## src/rtl/uart_wr_ctrl.sv

```systemverilog
// uart_wr_ctrl: bus-facing write controller for a UART TX/RX core pair.
// Software writes a TX byte (data register) and sets "send" (control
// register); the FSM then pulses tx_start_o once and tracks the TX core busy
// flag until the byte has left, clearing "send" when done. Received bytes
// are latched and flagged through new_rx.
//
// Ports:
//   clk_i       in   1  clock, rising edge
//   rst_i       in   1  synchronous active-high reset
//   we_i        in   1  bus write strobe
//   reg_sel_i   in   1  0 = control register, 1 = data register
//   data_i      in  32  bus write data
//   rx_valid_i  in   1  RX core byte-valid pulse
//   rx_data_i   in   8  RX core byte
//   tx_busy_i   in   1  TX core busy flag
//   tx_start_o  out  1  one-cycle TX launch pulse
//   tx_data_o   out  8  held TX byte
//   outc_o      out 32  control view {29'b0, tx_err, new_rx, send}
//   outd_o      out 32  data view {24'b0, rx byte}
//
// Build option: define UART_TX_TIMEOUT_EN to abort a launch that never sees
// tx_busy_i within 16 cycles (sets tx_err). Without it tx_err reads 0.

module uart_wr_ctrl (
    input  logic        clk_i,
    input  logic        rst_i,
    input  logic        we_i,
    input  logic        reg_sel_i,
    input  logic [31:0] data_i,
    input  logic        rx_valid_i,
    input  logic [7:0]  rx_data_i,
    input  logic        tx_busy_i,
    output logic        tx_start_o,
    output logic [7:0]  tx_data_o,
    output logic [31:0] outc_o,
    output logic [31:0] outd_o
);

    localparam int unsigned DataW = 32;
    localparam int unsigned ByteW = 8;
    localparam int unsigned CtrlW = 3;

    typedef enum logic [1:0] {
        IDLE      = 2'd0,
        START     = 2'd1,
        WAIT_BUSY = 2'd2,
        WAIT_DONE = 2'd3
    } state_e;

    state_e           state_q;
    logic             send_q;
    logic             tx_start_q;
    logic             new_rx_q, new_rx_d;
    logic [ByteW-1:0] tx_byte_q, tx_byte_d;
    logic [ByteW-1:0] rx_byte_q, rx_byte_d;
    logic             tx_err;

    logic ctrl_wr;
    logic data_wr;
    logic in_idle;

    assign ctrl_wr = we_i & ~reg_sel_i;
    assign data_wr = we_i & reg_sel_i;
    assign in_idle = (state_q == IDLE);

`ifdef UART_TX_TIMEOUT_EN
    localparam int unsigned TimeoutCycles = 16;
    localparam int unsigned CntW          = $clog2(TimeoutCycles);

    logic [CntW-1:0] cnt_q;
    logic            tx_err_q;

    assign tx_err = tx_err_q;

    logic unused_data_bits;
    assign unused_data_bits = ^data_i[DataW-1:ByteW];
`else
    assign tx_err = 1'b0;

    logic unused_data_bits;
    assign unused_data_bits = ^{data_i[DataW-1:ByteW], data_i[2]};
`endif

    // Byte registers and new_rx flag; an RX arrival beats a software clear.
    always_comb begin
        tx_byte_d = tx_byte_q;
        rx_byte_d = rx_byte_q;
        new_rx_d  = new_rx_q;
        if (data_wr && in_idle) begin
            tx_byte_d = data_i[ByteW-1:0];
        end
        if (ctrl_wr && !data_i[1]) begin
            new_rx_d = 1'b0;
        end
        if (rx_valid_i) begin
            rx_byte_d = rx_data_i;
            new_rx_d  = 1'b1;
        end
    end

    always_ff @(posedge clk_i) begin
        if (rst_i) begin
            tx_byte_q <= '0;
            rx_byte_q <= '0;
            new_rx_q  <= 1'b0;
        end else begin
            tx_byte_q <= tx_byte_d;
            rx_byte_q <= rx_byte_d;
            new_rx_q  <= new_rx_d;
        end
    end

    // Transmit sequencer, the send bit it owns, and the launch pulse.
    always_ff @(posedge clk_i) begin
        if (rst_i) begin
            state_q    <= IDLE;
            send_q     <= 1'b0;
            tx_start_q <= 1'b0;
`ifdef UART_TX_TIMEOUT_EN
            cnt_q      <= '0;
            tx_err_q   <= 1'b0;
`endif
        end else begin
            tx_start_q <= 1'b0;

            case (state_q)
                IDLE: begin
                    if (send_q) begin
                        state_q    <= START;
                        tx_start_q <= 1'b1;
                    end
                end
                START: begin
                    // Busy is ignored here so WAIT_BUSY is always visited.
                    state_q <= WAIT_BUSY;
`ifdef UART_TX_TIMEOUT_EN
                    cnt_q   <= '0;
`endif
                end
                WAIT_BUSY: begin
                    if (tx_busy_i) begin
                        state_q <= WAIT_DONE;
`ifdef UART_TX_TIMEOUT_EN
                    end else if (cnt_q == CntW'(TimeoutCycles - 1)) begin
                        state_q  <= IDLE;
                        send_q   <= 1'b0;
                        tx_err_q <= 1'b1;
                    end else begin
                        cnt_q <= cnt_q + CntW'(1);
`endif
                    end
                end
                WAIT_DONE: begin
                    if (!tx_busy_i) begin
                        state_q <= IDLE;
                        send_q  <= 1'b0;
                    end
                end
                default: begin
                    state_q <= IDLE;
                end
            endcase

            // Software may only change send/tx_err while nothing is in flight.
            if (ctrl_wr && in_idle) begin
                send_q <= data_i[0];
`ifdef UART_TX_TIMEOUT_EN
                if (!data_i[2]) begin
                    tx_err_q <= 1'b0;
                end
`endif
            end
        end
    end

    assign tx_start_o = tx_start_q;
    assign tx_data_o  = tx_byte_q;
    assign outc_o     = {{(DataW - CtrlW){1'b0}}, tx_err, new_rx_q, send_q};
    assign outd_o     = {{(DataW - ByteW){1'b0}}, rx_byte_q};

endmodule
```

## config.mk

```make
export PLATFORM = sky130hd
export DESIGN_NAME = uart_wr_ctrl
export DESIGN_NICKNAME = d
export VERILOG_FILES = /design/src/rtl/uart_wr_ctrl.sv
export SDC_FILE = /design/constraint.sdc
export NUM_CORES = 1
export LEC_CHECK = 0
export CORE_MARGIN = 8
export CORE_UTILIZATION = 26
export CTS_CLUSTER_SIZE = 28
export DETAILED_ROUTE_END_ITERATION = 6
export MAX_ROUTING_LAYER = met4
export PLACE_DENSITY = 0.74
export SYNTH_ARGS = -nofsm -noshare
export SYNTH_HDL_FRONTEND = slang
export SYNTH_SLANG_ARGS = --single-unit
```

## constraint.sdc

```tcl
create_clock -name clk_i -period 1.19 [get_ports clk_i]
set_input_delay 0.119 -clock clk_i [delete_from_list [all_inputs] [get_ports clk_i]]
set_output_delay 0.119 -clock clk_i [all_outputs]
set_load 0.02 [all_outputs]
```

==> impl_metrics.toml <==
[critical_path]
startpoint_type = "flip-flop"
cp_max_fo = 3
crit_type = "flip-flop to flip-flop"
worst-endpoint-arrival_ns = 1.37
endpoint_kind = "flip-flop"
worst_ep_required_time_ns = 1.37
rrSetupSlack_ns = 0.003

[detailed_routing]
finalWirelength_mm = 2.837
drt-wirelength-per-cell_um = 11.72
first_pass_iters = 4
antenna_left = 0
drc = 0
drt_iter0_markers = 24
vias = 894
viasPerCell = 3.694

[final_layout]
synthToLayoutAreaGrowth_pct = 37.39
final_cell_mix = "conb_1 (54), clkdlybuf4s50_1 (21), dfxtp_1 (19), dlygate4sd2_1 (19), nor2_1 (17)"
multi_input_area_um2 = 644.4
layout-drive-gt1-share_pct = 16.49
fillers = 491
finalNetCount = 238
seq_area_um2 = 427.9
fin_area_um2 = 1710
antenna_cells = 0
final_common_cell = "conb_1"

[power]
p_total_mw = 2.169
switching_power_uw = 786.5
clkPwrFrac_pct = 23.0
comb_power_share_pct = 38.3
ir_worst_vdd_mv = 0.6489
p_per_area_nw_per_um2 = 1268
p_int_mw = 1.383
leakage_nw = 0.8909
power_frac_seq_pct = 38.7
swShare_pct = 36.25

[timing]
finalCriticalPeriod_ns = 1.187
hold_viol_final = 0
skew_ns = 0.01240
max_freq_mhz = 842.6
drv_slew = 0
rsz0062_at_grt = "yes"
fin_crit_sh_pct = 99.74
setup_viol = 0

[cts]
cts_tree = "done"
cts_buffers = 3
hold_buffers = 0
clkLatencyLatePin_ns = 0.27
htreeDepth = 1
clockBufferDepth = 2
root_buffer = "clkbuf_8"
clkTransAtPathRegs_ns = 0.09
clkSinkCount = 21

[placed_design]
gp_congestion = 0.6214
placed_cell_area_um2 = 1587
dpl.hpwl_mm = 2.348
portBuffers = 40

[die]
die_w_um = 85.20
die_h_um = 85.20
rows = 25
die_area_um2 = 7258
core-area_um2 = 4661
ioPinCount = 119
start_util_pct = 26.71

[logic_synthesis]
synthCells = 136
syn_area_per_cell_um2 = 9.154
synth-seq-cells = 21
synth_area_um2 = 1245
synthAdderAreaFrac_pct = 3.015
yosysWarnings = 0
synth_cell_type_count = 19
ys_seq_area_share_pct = 33.77
synthSimpleGateAreaFrac_pct = 9.146
synth_top_family_by_area = "buffers and inverters"
synth-xor-area-share_pct = 0
synthMuxAreaShare_pct = 13.67
synth_compound_area_share_pct = 3.920

[status]
run_status = "complete, no violations"

[global_routing]
antenna_found_initial = 0
grt_pass1_vias = 951
grt_pass1_wl_mm = 4.291
grt_usage_pct = 7.501
grt_max_degree = 14
grt_remaining_overflow = 0

[hold_path]
hold_path_class = "primary input to flip-flop"

[flow_run]
maxCapViolations = 0
[per-layer routing]
metal  vias up  global-route usage [%]  routed length (µm)
li1        434                       -                   -
met1       399                   7.147                1082
met2        59                   12.43                1315
met3         2                   4.730                 428
met4         0                   1.942                  10
met5         -                       -                   0
[kinds of logic (layout without fill, tap and decap cells)]
kind of cell,count (synthesis),in the layout
other,1,54
AOI/OAI and AO/OA,7,7
and+or+nand+nor,24,24
muxes,17,17
DFF,21,21
adders and majority gates,3,3
buffers and inverters,63,62
[cell usage after synthesis]
cell,n,area share (%)
inv_1,4,1.2
buf_2,3,1.2
nor2_1,17,5.1
a21oi_1,3,1.2
mux2i_1,17,14
a211oi_1,2,1.2
nor3_1,1,0.40
nand2b_1,1,0.50
ha_1,3,3.0
a41o_1,1,0.80
conb_1,1,0.30
and3_2,1,0.60
dfxtp_1,21,34
o221ai_1,1,0.70
nand3_2,1,0.80
buf_4,56,34
nand2_1,1,0.30
or3b_1,1,0.70
nand4b_1,1,0.70
[cell type report]
| cell class | instances | share of cell area [%] |
|---|---|---|
| clock buffers | 3 | 2.414 |
| clock inverters | 1 | 0.4389 |
| inverters | 4 | 1.170 |
| multi-input cells | 105 | 37.67 |
| flip-flops and latches | 21 | 25.02 |
| well taps | 54 | 3.950 |
| repair buffers | 54 | 29.33 |
[stage by stage]
| stage | setup TNS (ns) | utilization (%) | setup slack (ns) | hold WS [ns] | cells |
|---|---|---|---|---|---|
| final | 0 | 36.70 | 0.003153 | 0.4475 | 242 |
| after global placement | -0.6738 | 34.04 | -0.1204 | 0.4695 | 237 |
| after CTS | 0 | 34.90 | 0.002408 | 0.4420 | 241 |
| after global routing | -0.2394 | 36.70 | -0.03735 | 0.4679 | 242 |
| after floorplan | 0 | - | 0.0005708 | 0.2629 | 189 |
| after detailed placement | -0.8859 | 34.04 | -0.1570 | 0.4809 | 237 |
[registers in the layout (all words and copies together), names as in the netlist]
signal / flops
rx_byte_q: 8
tx_data_o: 8
state_q: 2
tx_start_o: 1
send_q: 1
new_rx_q: 1
[power by group through the flow]
| stage | registers, mW | clock network, mW | logic, mW |
|---|---|---|---|
| final | 0.839 | 0.499 | 0.831 |
| after global routing | 0.849 | 0.556 | 0.899 |
| after CTS | 0.814 | 0.526 | 0.727 |
| after detailed placement | 0.827 | 0 | 0.747 |
| after global placement | 0.823 | 0 | 0.738 |
| after floorplan | 0.883 | 0 | 0.520 |
[worst max-delay path: stages (launching register included)]
cell	delay [ns]
dfxtp_4	0.39
inv_4	0.05
ha_4	0.16
mux2i_4	0.17
buf_6	0.12
a21oi_2	0.05
nor3_2	0.16
[final timing paths]
path | cells past startpoint | startpoint | to
worst max-delay path | 6 | state_q[0] | state_q[0]
worst min-delay path | 3 | data_i[5] | tx_data_o[5]
worst min register to register | 2 | new_rx_q | new_rx_q
worst max register to register | 6 | state_q[0] | state_q[0]
[what timing repair did]
action,4_1_cts,5_1_grt
pin swaps,2,5
gates resized for setup,26,15
gates cloned,0,0
hold endpoints to repair,0,0
setup endpoints to repair,30,11
setup buffers,0,1
Note: power is estimated with default switching activity, not from simulation.
==> RTL edit: new RTL, same settings <==
Re-encode `state_e` (4 states) as one-hot, 4 bits wide.
--- a/src/rtl/uart_wr_ctrl.sv
+++ b/src/rtl/uart_wr_ctrl.sv
@@ -40,11 +40,11 @@
     localparam int unsigned ByteW = 8;
     localparam int unsigned CtrlW = 3;
 
-    typedef enum logic [1:0] {
-        IDLE      = 2'd0,
-        START     = 2'd1,
-        WAIT_BUSY = 2'd2,
-        WAIT_DONE = 2'd3
+    typedef enum logic [3:0] {
+        IDLE      = 4'b0001,
+        START     = 4'b0010,
+        WAIT_BUSY = 4'b0100,
+        WAIT_DONE = 4'b1000
     } state_e;
 
     state_e           state_q;
Function: no difference found for any inputs over 10 cycles, from zero or initial values and one cycle with rst_i high; not proved beyond that.
==> RTL edit against the original RTL <==
- the flow now finishes with violations (setup timing)
- sequential cell count up 2
- total power up 25%
- clock power down 4.4%
- via count up 21%
- first-iteration DRC count up 140%
- final area up 7.8%
- routed wire length up 24%
- synthesized cell count up 17%
- global-route usage up 0.79 points
- area after synthesis up 11%
- worst setup slack worse by 0.16 ns
- critical path type unchanged
==> RTL edit: results (changes against the original RTL) <==
Status
  • Run status: finished with violations
  • Failing checks: setup timing

STA
  • Number of failing setup endpoints in the final timing report: 12 (+12)
  • Worst hold-check slack: 0.409 ns (-0.0384 ns)
  • Worst path setup slack after routing: -0.155 ns (-0.158 ns)

Cells and area
  • Clock network area share: 2.51% (-0.34 points)
  • Non-CTS buffers: 55 (+1.9%)
  • Count of multi-input gates: 124 (+18%)
  • Non-Filler Instances: 278 (+15%)

Global route
  • Global routing usage on met3: 4.41% (-0.32 points)
  • Total Routing Usage GR: 8.29% (+0.79 points)
  • Via count of the first global-routing pass: 1,123 (+18%)

Synthesis
  • Yosys reg bits: 23 (+9.5%)
  • Number of library cell types mapped by synthesis: 30 (+11)
  • Sequential element share of the synthesized area: 33.3% (-0.44 points)
  • Average cell area after synthesis: 8.69 µm² (-5.1%)

Setup path
  • Crit Path Max Fanout: 5 (+2)

Power and ir drop
  • Switching power summed over all nets: 1.06 mW (+34%)
  • Combinational power share: 48.1% (+9.8 points)
  • Leak pwr: 0.873 nW (-2.1%)
  • Fraction of power spent switching nets: 38.8% (+2.6 points)
  • Clk power: 0.477 mW (-4.4%)

Detailed routing
  • Highest routed layer: met3
  • Post-Route M1 WL: 1440 µm (+33%)
  • Detail-routed via count per cell: 3.88 (+5.0%)

Worst hold path
  • Hold-critical path endpoint: tx_data_o[2]
  • Start point of the worst min-delay path: data_i[2]

Placement
  • GPL Wtd Cong: 0.841 (+35%)

Floorplan
  • Core box area: 0.00511 mm² (+9.6%)
-- RTL edit: changes by cell type in the layout (fill, tap and decap cells not counted), sizes merged, moves of 2 or more --
| cell | change |
|---|---|
| o21ai | +10 |
| mux2i | -9 |
| a21oi | +7 |
| nand3 | +7 |
| nor2 | -6 |
| ha | -3 |
| or4b | +3 |
| dfxtp | +2 |
| inv | -2 |
| nand2b | +2 |
-- RTL edit: cells by family (layout without fill, tap and decap cells) --
| logic type | Yosys count | in the layout | share of synthesized area [%] |
|---|---|---|---|
| buf+inv | 66 | 61 | 34.8 |
| simple gates | 32 | 33 | 13.1 |
| xor+xnor | 2 | 2 | 1.27 |
| compound gates | 26 | 26 | 10.6 |
| mux | 9 | 9 | 6.61 |
| flops | 23 | 23 | 33.3 |
| other cells | 1 | 54 | 0.271 |
